## config.mk

```make
export PLATFORM = sky130hd
export DESIGN_NAME = rr_sel_sched
export DESIGN_NICKNAME = d
export VERILOG_FILES = /design/src/rtl/rr_sel_sched.sv
export SDC_FILE = /design/constraint.sdc
export NUM_CORES = 1
export LEC_CHECK = 0
export CAP_MARGIN = 20
export CORE_AREA = 2 2 41 57
export DETAILED_ROUTE_END_ITERATION = 10
export DIE_AREA = 0 0 43 59
export PLACE_DENSITY_LB_ADDON = 0.3
export SETUP_SLACK_MARGIN = 0.05
export SLEW_MARGIN = 20
export SYNTH_ARGS = -nofsm -noshare
export SYNTH_HDL_FRONTEND = slang
export SYNTH_SLANG_ARGS = --single-unit
```

## constraint.sdc

```tcl
create_clock -name clk -period 2.29 [get_ports clk]
set_input_delay 0.458 -clock clk [delete_from_list [all_inputs] [get_ports clk]]
set_output_delay 0.458 -clock clk [all_outputs]
set_load 0.01 [all_outputs]
```

## src/rtl/rr_sel_sched.sv

```systemverilog
// rr_sel_sched
// Round-robin select scheduler feeding the 2-bit select of a 4:1 mux.
// Four request lines are arbitrated fairly. The winner is held on sel for
// DWELL cycles, and a one-cycle GAP follows each grant so the mux output
// settles before the next channel is announced.
//
// Parameters
//   DWELL  cycles each grant is held (1..255)
// Ports
//   clk    rising-edge clock
//   rst_n  asynchronous active-low reset
//   en     enables the start of new grants
//   req    per-channel request, bit i requests mux input i
//   sel    registered mux select, holds the last granted index
//   grant  registered one-hot active grant, zero when no grant is active
//   busy   high while a grant is being held
//   done   one-cycle pulse in the GAP cycle after a dwell completes normally
module rr_sel_sched #(
   parameter int unsigned DWELL = 4
) (
   input  logic       clk,
   input  logic       rst_n,
   input  logic       en,
   input  logic [3:0] req,
   output logic [1:0] sel,
   output logic [3:0] grant,
   output logic       busy,
   output logic       done
);

   typedef enum logic [1:0] {
      S_IDLE  = 2'd0,
      S_DWELL = 2'd1,
      S_GAP   = 2'd2
   } state_t;

   localparam logic [7:0] CNT_LOAD = 8'(DWELL - 1);

   state_t     state, state_nx;
   logic [1:0] ptr, ptr_nx;
   logic [7:0] cnt, cnt_nx;
   logic [1:0] sel_nx;
   logic [3:0] grant_nx;
   logic       busy_nx;
   logic       done_nx;
   logic [1:0] win;
   logic       arb;

   // Search ptr+1, ptr+2, ptr+3, ptr; the nearest set bit wins. Walking from
   // the farthest candidate inward lets the nearest one overwrite the result.
   function automatic logic [1:0] rr_pick(input logic [3:0] r, input logic [1:0] p);
      logic [1:0] w;
      logic [1:0] idx;
      w = p;
      for (int k = 4; k >= 1; k--) begin
         idx = p + 2'(k);
         if (r[idx]) w = idx;
      end
      return w;
   endfunction

   function automatic logic [3:0] onehot(input logic [1:0] i);
      return 4'b0001 << i;
   endfunction

   assign win = rr_pick(req, ptr);
   assign arb = en && (|req);

   // Next-state and next-output decode
   always_comb begin
      state_nx = state;
      ptr_nx   = ptr;
      cnt_nx   = cnt;
      sel_nx   = sel;
      grant_nx = grant;
      busy_nx  = busy;
      done_nx  = 1'b0;
      case (state)
         S_IDLE, S_GAP: begin
            grant_nx = 4'b0000;
            busy_nx  = 1'b0;
            if (arb) begin
               state_nx = S_DWELL;
               sel_nx   = win;
               grant_nx = onehot(win);
               busy_nx  = 1'b1;
               cnt_nx   = CNT_LOAD;
            end else begin
               state_nx = S_IDLE;
            end
         end
         S_DWELL: begin
            // Losing the request wins over a normal end on the same edge.
            if (!req[sel]) begin
               state_nx = S_GAP;
               grant_nx = 4'b0000;
               busy_nx  = 1'b0;
               ptr_nx   = sel;
            end else if (cnt == 8'd0) begin
               state_nx = S_GAP;
               grant_nx = 4'b0000;
               busy_nx  = 1'b0;
               done_nx  = 1'b1;
               ptr_nx   = sel;
            end else begin
               cnt_nx = cnt - 8'd1;
            end
         end
         default: begin
            state_nx = S_IDLE;
            grant_nx = 4'b0000;
            busy_nx  = 1'b0;
         end
      endcase
   end

   // Registered state and outputs
   always_ff @(posedge clk or negedge rst_n) begin
      if (!rst_n) begin
         state <= S_IDLE;
         ptr   <= 2'd3;
         cnt   <= 8'd0;
         sel   <= 2'd0;
         grant <= 4'b0000;
         busy  <= 1'b0;
         done  <= 1'b0;
      end else begin
         state <= state_nx;
         ptr   <= ptr_nx;
         cnt   <= cnt_nx;
         sel   <= sel_nx;
         grant <= grant_nx;
         busy  <= busy_nx;
         done  <= done_nx;
      end
   end

endmodule

```

==> metrics.txt, run 1 <==
# TYPE chip_impl_metric gauge
chip_impl_metric{name="yosys.cell_types.count",unit=""} 32
chip_impl_metric{name="grt_usage",unit="%"} 19.69
chip_impl_metric{name="filler_cell_count",unit=""} 185
chip_impl_metric{name="synthesis.area_per_instance",unit="um^2"} 10.57
chip_impl_metric{name="vias",unit=""} 839
chip_impl_metric{name="design.final.nets",unit=""} 126
chip_impl_info{name="clockRootBuffer",value="clkbuf_4"} 1
chip_impl_metric{name="total_power",unit="mW"} 1.328
chip_impl_metric{name="ir_drop_worst_case_vdd",unit="mV"} 0.7101
chip_impl_metric{name="initial_core_utilization",unit="%"} 49.25
chip_impl_metric{name="switching_power",unit="mW"} 0.4869
chip_impl_metric{name="core_region_area",unit="um^2"} 1997
chip_impl_metric{name="overflow",unit=""} 0
chip_impl_metric{name="post_cts_buffers",unit=""} 0
chip_impl_info{name="cts_tree",value="yes"} 1
chip_impl_metric{name="floorplan.die.width",unit="um"} 43
chip_impl_metric{name="r2r_slack",unit="ns"} 0.38
chip_impl_metric{name="area_growth",unit="%"} 25.19
chip_impl_metric{name="n_antenna_cell",unit=""} 0
chip_impl_metric{name="worst-path-max-fanout",unit=""} 4
chip_impl_info{name="rsz0062_at_grt",value="false"} 1
chip_impl_info{name="worst_setup_path_end_kind",value="flop"} 1
chip_impl_metric{name="fin_worst_skew",unit="ns"} 0.003984
chip_impl_metric{name="max-cap-violations",unit=""} 0
chip_impl_info{name="most-common-layout-cells",value="18 x dfrtp_1, 14 x clkdlybuf4s50_1, 9 x nand2_1, 9 x buf_4, 6 x a21oi_1"} 1
chip_impl_metric{name="grt_start_max_net_pins",unit=""} 21
chip_impl_metric{name="cts_inserted_buffers",unit=""} 3
chip_impl_metric{name="count_of_buffers_inserted_at_the_top_level_ports",unit=""} 14
chip_impl_info{name="mostFrequentLayoutCell",value="dfrtp_1"} 1
chip_impl_metric{name="slew_viol_final",unit=""} 0
chip_impl_metric{name="worst-slew-pin-transition",unit="ns"} 0.3311
chip_impl_metric{name="antenna_found_initial",unit=""} 0
chip_impl_metric{name="drt_first_pass_iters",unit=""} 4
chip_impl_metric{name="path_buf_inv",unit=""} 1
chip_impl_metric{name="power_frac_clock",unit="%"} 15.4
chip_impl_metric{name="drt.antenna.violating_nets",unit=""} 0
chip_impl_metric{name="design.die.area",unit="um^2"} 2537
chip_impl_metric{name="ioPinCount",unit=""} 15
chip_impl_metric{name="worst_path_largest_cell_delay",unit="ns"} 0.55
chip_impl_metric{name="achievable-frequency",unit="MHz"} 506.1
chip_impl_metric{name="routabilityCongestion",unit=""} 0.8106
chip_impl_metric{name="final_period_util",unit="%"} 86.28
chip_impl_metric{name="sequential_share_of_power",unit="%"} 43.6
chip_impl_metric{name="clock_sinks",unit=""} 20
chip_impl_metric{name="p_per_area",unit="nW/um^2"} 1079
chip_impl_metric{name="endpoint_required_time_on_the_critical_path",unit="ns"} 2.54
chip_impl_metric{name="fin_crit",unit="ns"} 1.976
chip_impl_metric{name="post_synth_inst_count",unit=""} 93
chip_impl_info{name="holdCritPathClass",value="in -> async"} 1
chip_impl_metric{name="synth.cell_area",unit="um^2"} 983.4
chip_impl_metric{name="ctsResizeCount",unit=""} 0
chip_impl_metric{name="synthesis.nets",unit=""} 102
chip_impl_metric{name="pwr-share-comb",unit="%"} 41.0
chip_impl_info{name="status",value="finished, final reports clean"} 1
chip_impl_info{name="worst_path_dominant_cell_family",value="simple AND/OR/NAND/NOR gates"} 1
chip_impl_metric{name="synth-seq-area-share",unit="%"} 51.15
chip_impl_info{name="critical_path_class",value="in -> reg"} 1
chip_impl_metric{name="via_per_inst",unit=""} 6.124
chip_impl_metric{name="cts-root-to-sink-buffers",unit=""} 2
chip_impl_info{name="critPathSlowestCell",value="or4_4"} 1
chip_impl_metric{name="first_global_vias",unit=""} 882
chip_impl_info{name="cp-start-kind",value="input port"} 1
chip_impl_metric{name="dp_hpwl",unit="um"} 1551
chip_impl_metric{name="die-height",unit="um"} 59
chip_impl_info{name="timing.critical_path.cells",value="clkdlybuf4s50_1 > or4_4 > and3b_1 > or4_1 > nand2_1"} 1
chip_impl_metric{name="cts_hold_buffers",unit=""} 0
chip_impl_metric{name="post_route_cells_drive_above_1_share",unit="%"} 17.24
chip_impl_metric{name="clk_transition_reported_paths",unit="ns"} 0.11
chip_impl_metric{name="global_route_wire_length_before_repair",unit="um"} 3753
chip_impl_metric{name="synth_seq_cells",unit=""} 20
chip_impl_metric{name="fin_setup_tns",unit="ns"} 0
chip_impl_metric{name="detailedRoute.firstIterationViolations",unit=""} 25
chip_impl_metric{name="htree_levels",unit=""} 1
chip_impl_metric{name="std_cell_rows",unit=""} 19
chip_impl_metric{name="final-seq-area",unit="um^2"} 503.0
chip_impl_metric{name="wl_per_cell",unit="um"} 15.73
chip_impl_metric{name="clk_latency",unit="ns"} 0.30
chip_impl_metric{name="finalWirelength",unit="um"} 2155
chip_impl_metric{name="slew_headroom",unit="%"} 77.83
chip_impl_metric{name="synth_warnings",unit=""} 0
chip_impl_metric{name="area_of_combinational_cells_with_multiple_inputs",unit="um^2"} 442.9
chip_impl_metric{name="power_report.internal_total",unit="mW"} 0.8411
chip_impl_metric{name="p_leak",unit="nW"} 0.5669
chip_impl_metric{name="timing.final.hold_violations",unit=""} 0
chip_impl_metric{name="report.final.setup_viol",unit=""} 0
chip_impl_metric{name="power.share.switching",unit="%"} 36.66
chip_impl_metric{name="arrival_time_of_data_at_the_critical_path_endpoint",unit="ns"} 2.22
chip_impl_metric{name="remaining_design_rule_violation_count",unit=""} 0
power by group through the flow:
| stage | combinational (mW) | clock (mW) | sequential [mW] |
|---|---|---|---|
| 6_report | 0.545 | 0.205 | 0.579 |
| 5_1_grt | 0.603 | 0.228 | 0.593 |
| 4_1_cts | 0.548 | 0.211 | 0.576 |
| 3_5_place_dp | 0.543 | 0 | 0.580 |
| 3_3_place_gp | 0.524 | 0 | 0.572 |
| 2_1_floorplan | 0.341 | 0 | 0.564 |
flip-flops by register name, indices dropped and copies added (netlist names):
register  flops
busy          1
cnt           8
done          1
grant         4
ptr           2
sel           2
state         2
kinds of logic (layout without fill, tap and decap cells):
kind of cell | count (synthesis) | after routing | synth area share [%]
and+or+nand+nor | 34 | 34 | 19.21
DFF | 20 | 20 | 51.14
adders and majority gates | 2 | 2 | 2.544
AOI/OAI and AO/OA | 25 | 25 | 17.69
muxes | 4 | 4 | 5.598
buffers and inverters | 8 | 31 | 3.816
final timing paths:
path,start,to,depth (start not counted)
min,rst_n,sel[0]$_DFFE_PN0P_,2
min reg2reg,busy$_DFFE_PN0P_,busy$_DFFE_PN0P_,2
min in group clk,busy$_DFFE_PN0P_,busy$_DFFE_PN0P_,2
max reg2reg,cnt[5]$_DFFE_PN0P_,cnt[3]$_DFFE_PN0P_,5
max,req[2],cnt[5]$_DFFE_PN0P_,5
max in group asynchronous,rst_n,ptr[1]$_DFFE_PN1P_,2
synth_stat cells, drive strengths merged:
cell type | count | area share, %
a32o | 2 | 2.0
nand3 | 1 | 0.51
dfstp | 2 | 5.3
and3b | 1 | 0.89
o31ai | 4 | 3.1
dfrtp | 18 | 46
or3b | 1 | 0.89
mux2 | 2 | 2.3
nand3b | 2 | 1.5
o41ai | 1 | 0.89
a31oi | 1 | 0.64
mux2i | 1 | 1.0
o21ai | 4 | 2.0
mux4 | 1 | 2.3
buf | 1 | 1.1
o211a | 1 | 1.0
nand2 | 9 | 3.4
inv | 4 | 1.5
o211ai | 2 | 1.5
nor3 | 5 | 2.5
nor2 | 4 | 1.5
a21oi | 6 | 3.1
o311ai | 1 | 0.89
or3 | 2 | 1.3
o2111ai | 2 | 1.8
a21o | 1 | 0.76
ha | 2 | 2.5
clkbuf | 3 | 1.1
nand2b | 4 | 2.5
or4 | 4 | 3.4
nor2b | 1 | 0.64
routing by layer:
layer / wire length (um) / share of wire, % / GRT usage [%] / vias to the layer above
met5: 0 / 0 / 0 / -
met4: 23 / 1.1 / 8.225 / 0
met3: 73 / 3.4 / 3.963 / 4
met2: 1172 / 54 / 35.28 / 16
met1: 886 / 41 / 22.69 / 426
li1: - / - / - / 393
area by class of cell:
| type | instances | share of cell area (%) |
|---|---|---|
| clock buffer | 4 | 2.947 |
| inverter | 4 | 1.220 |
| tap | 21 | 2.134 |
| sequential | 20 | 40.85 |
| multi-input combinational | 65 | 35.98 |
| timing repair buffer | 23 | 16.87 |
per-stage QoR:
stage                     utilization, %  instance area, um^2  setup slack [ns]  hold slack [ns]  cells
final                              61.65                 1231            0.3142           0.4893    137
after floorplan                        -                983.4            0.4156           0.1624     93
after CTS                          61.65                 1231            0.3280           0.4940    137
after global routing               61.65                 1231            0.2456           0.4975    137
after global placement             59.84                 1195           0.04879           0.4663    133
after detailed placement           59.84                 1195           0.01328           0.4648    133
Note: power is estimated with default switching activity, not from simulation.
==> inputs of run 2 (changes only) <==
Settings changed: HOLD_SLACK_MARGIN set to 0.08.
==> results of run 2 <==
Same layout as run 1: the final DEF is identical, and so are final timing and power.
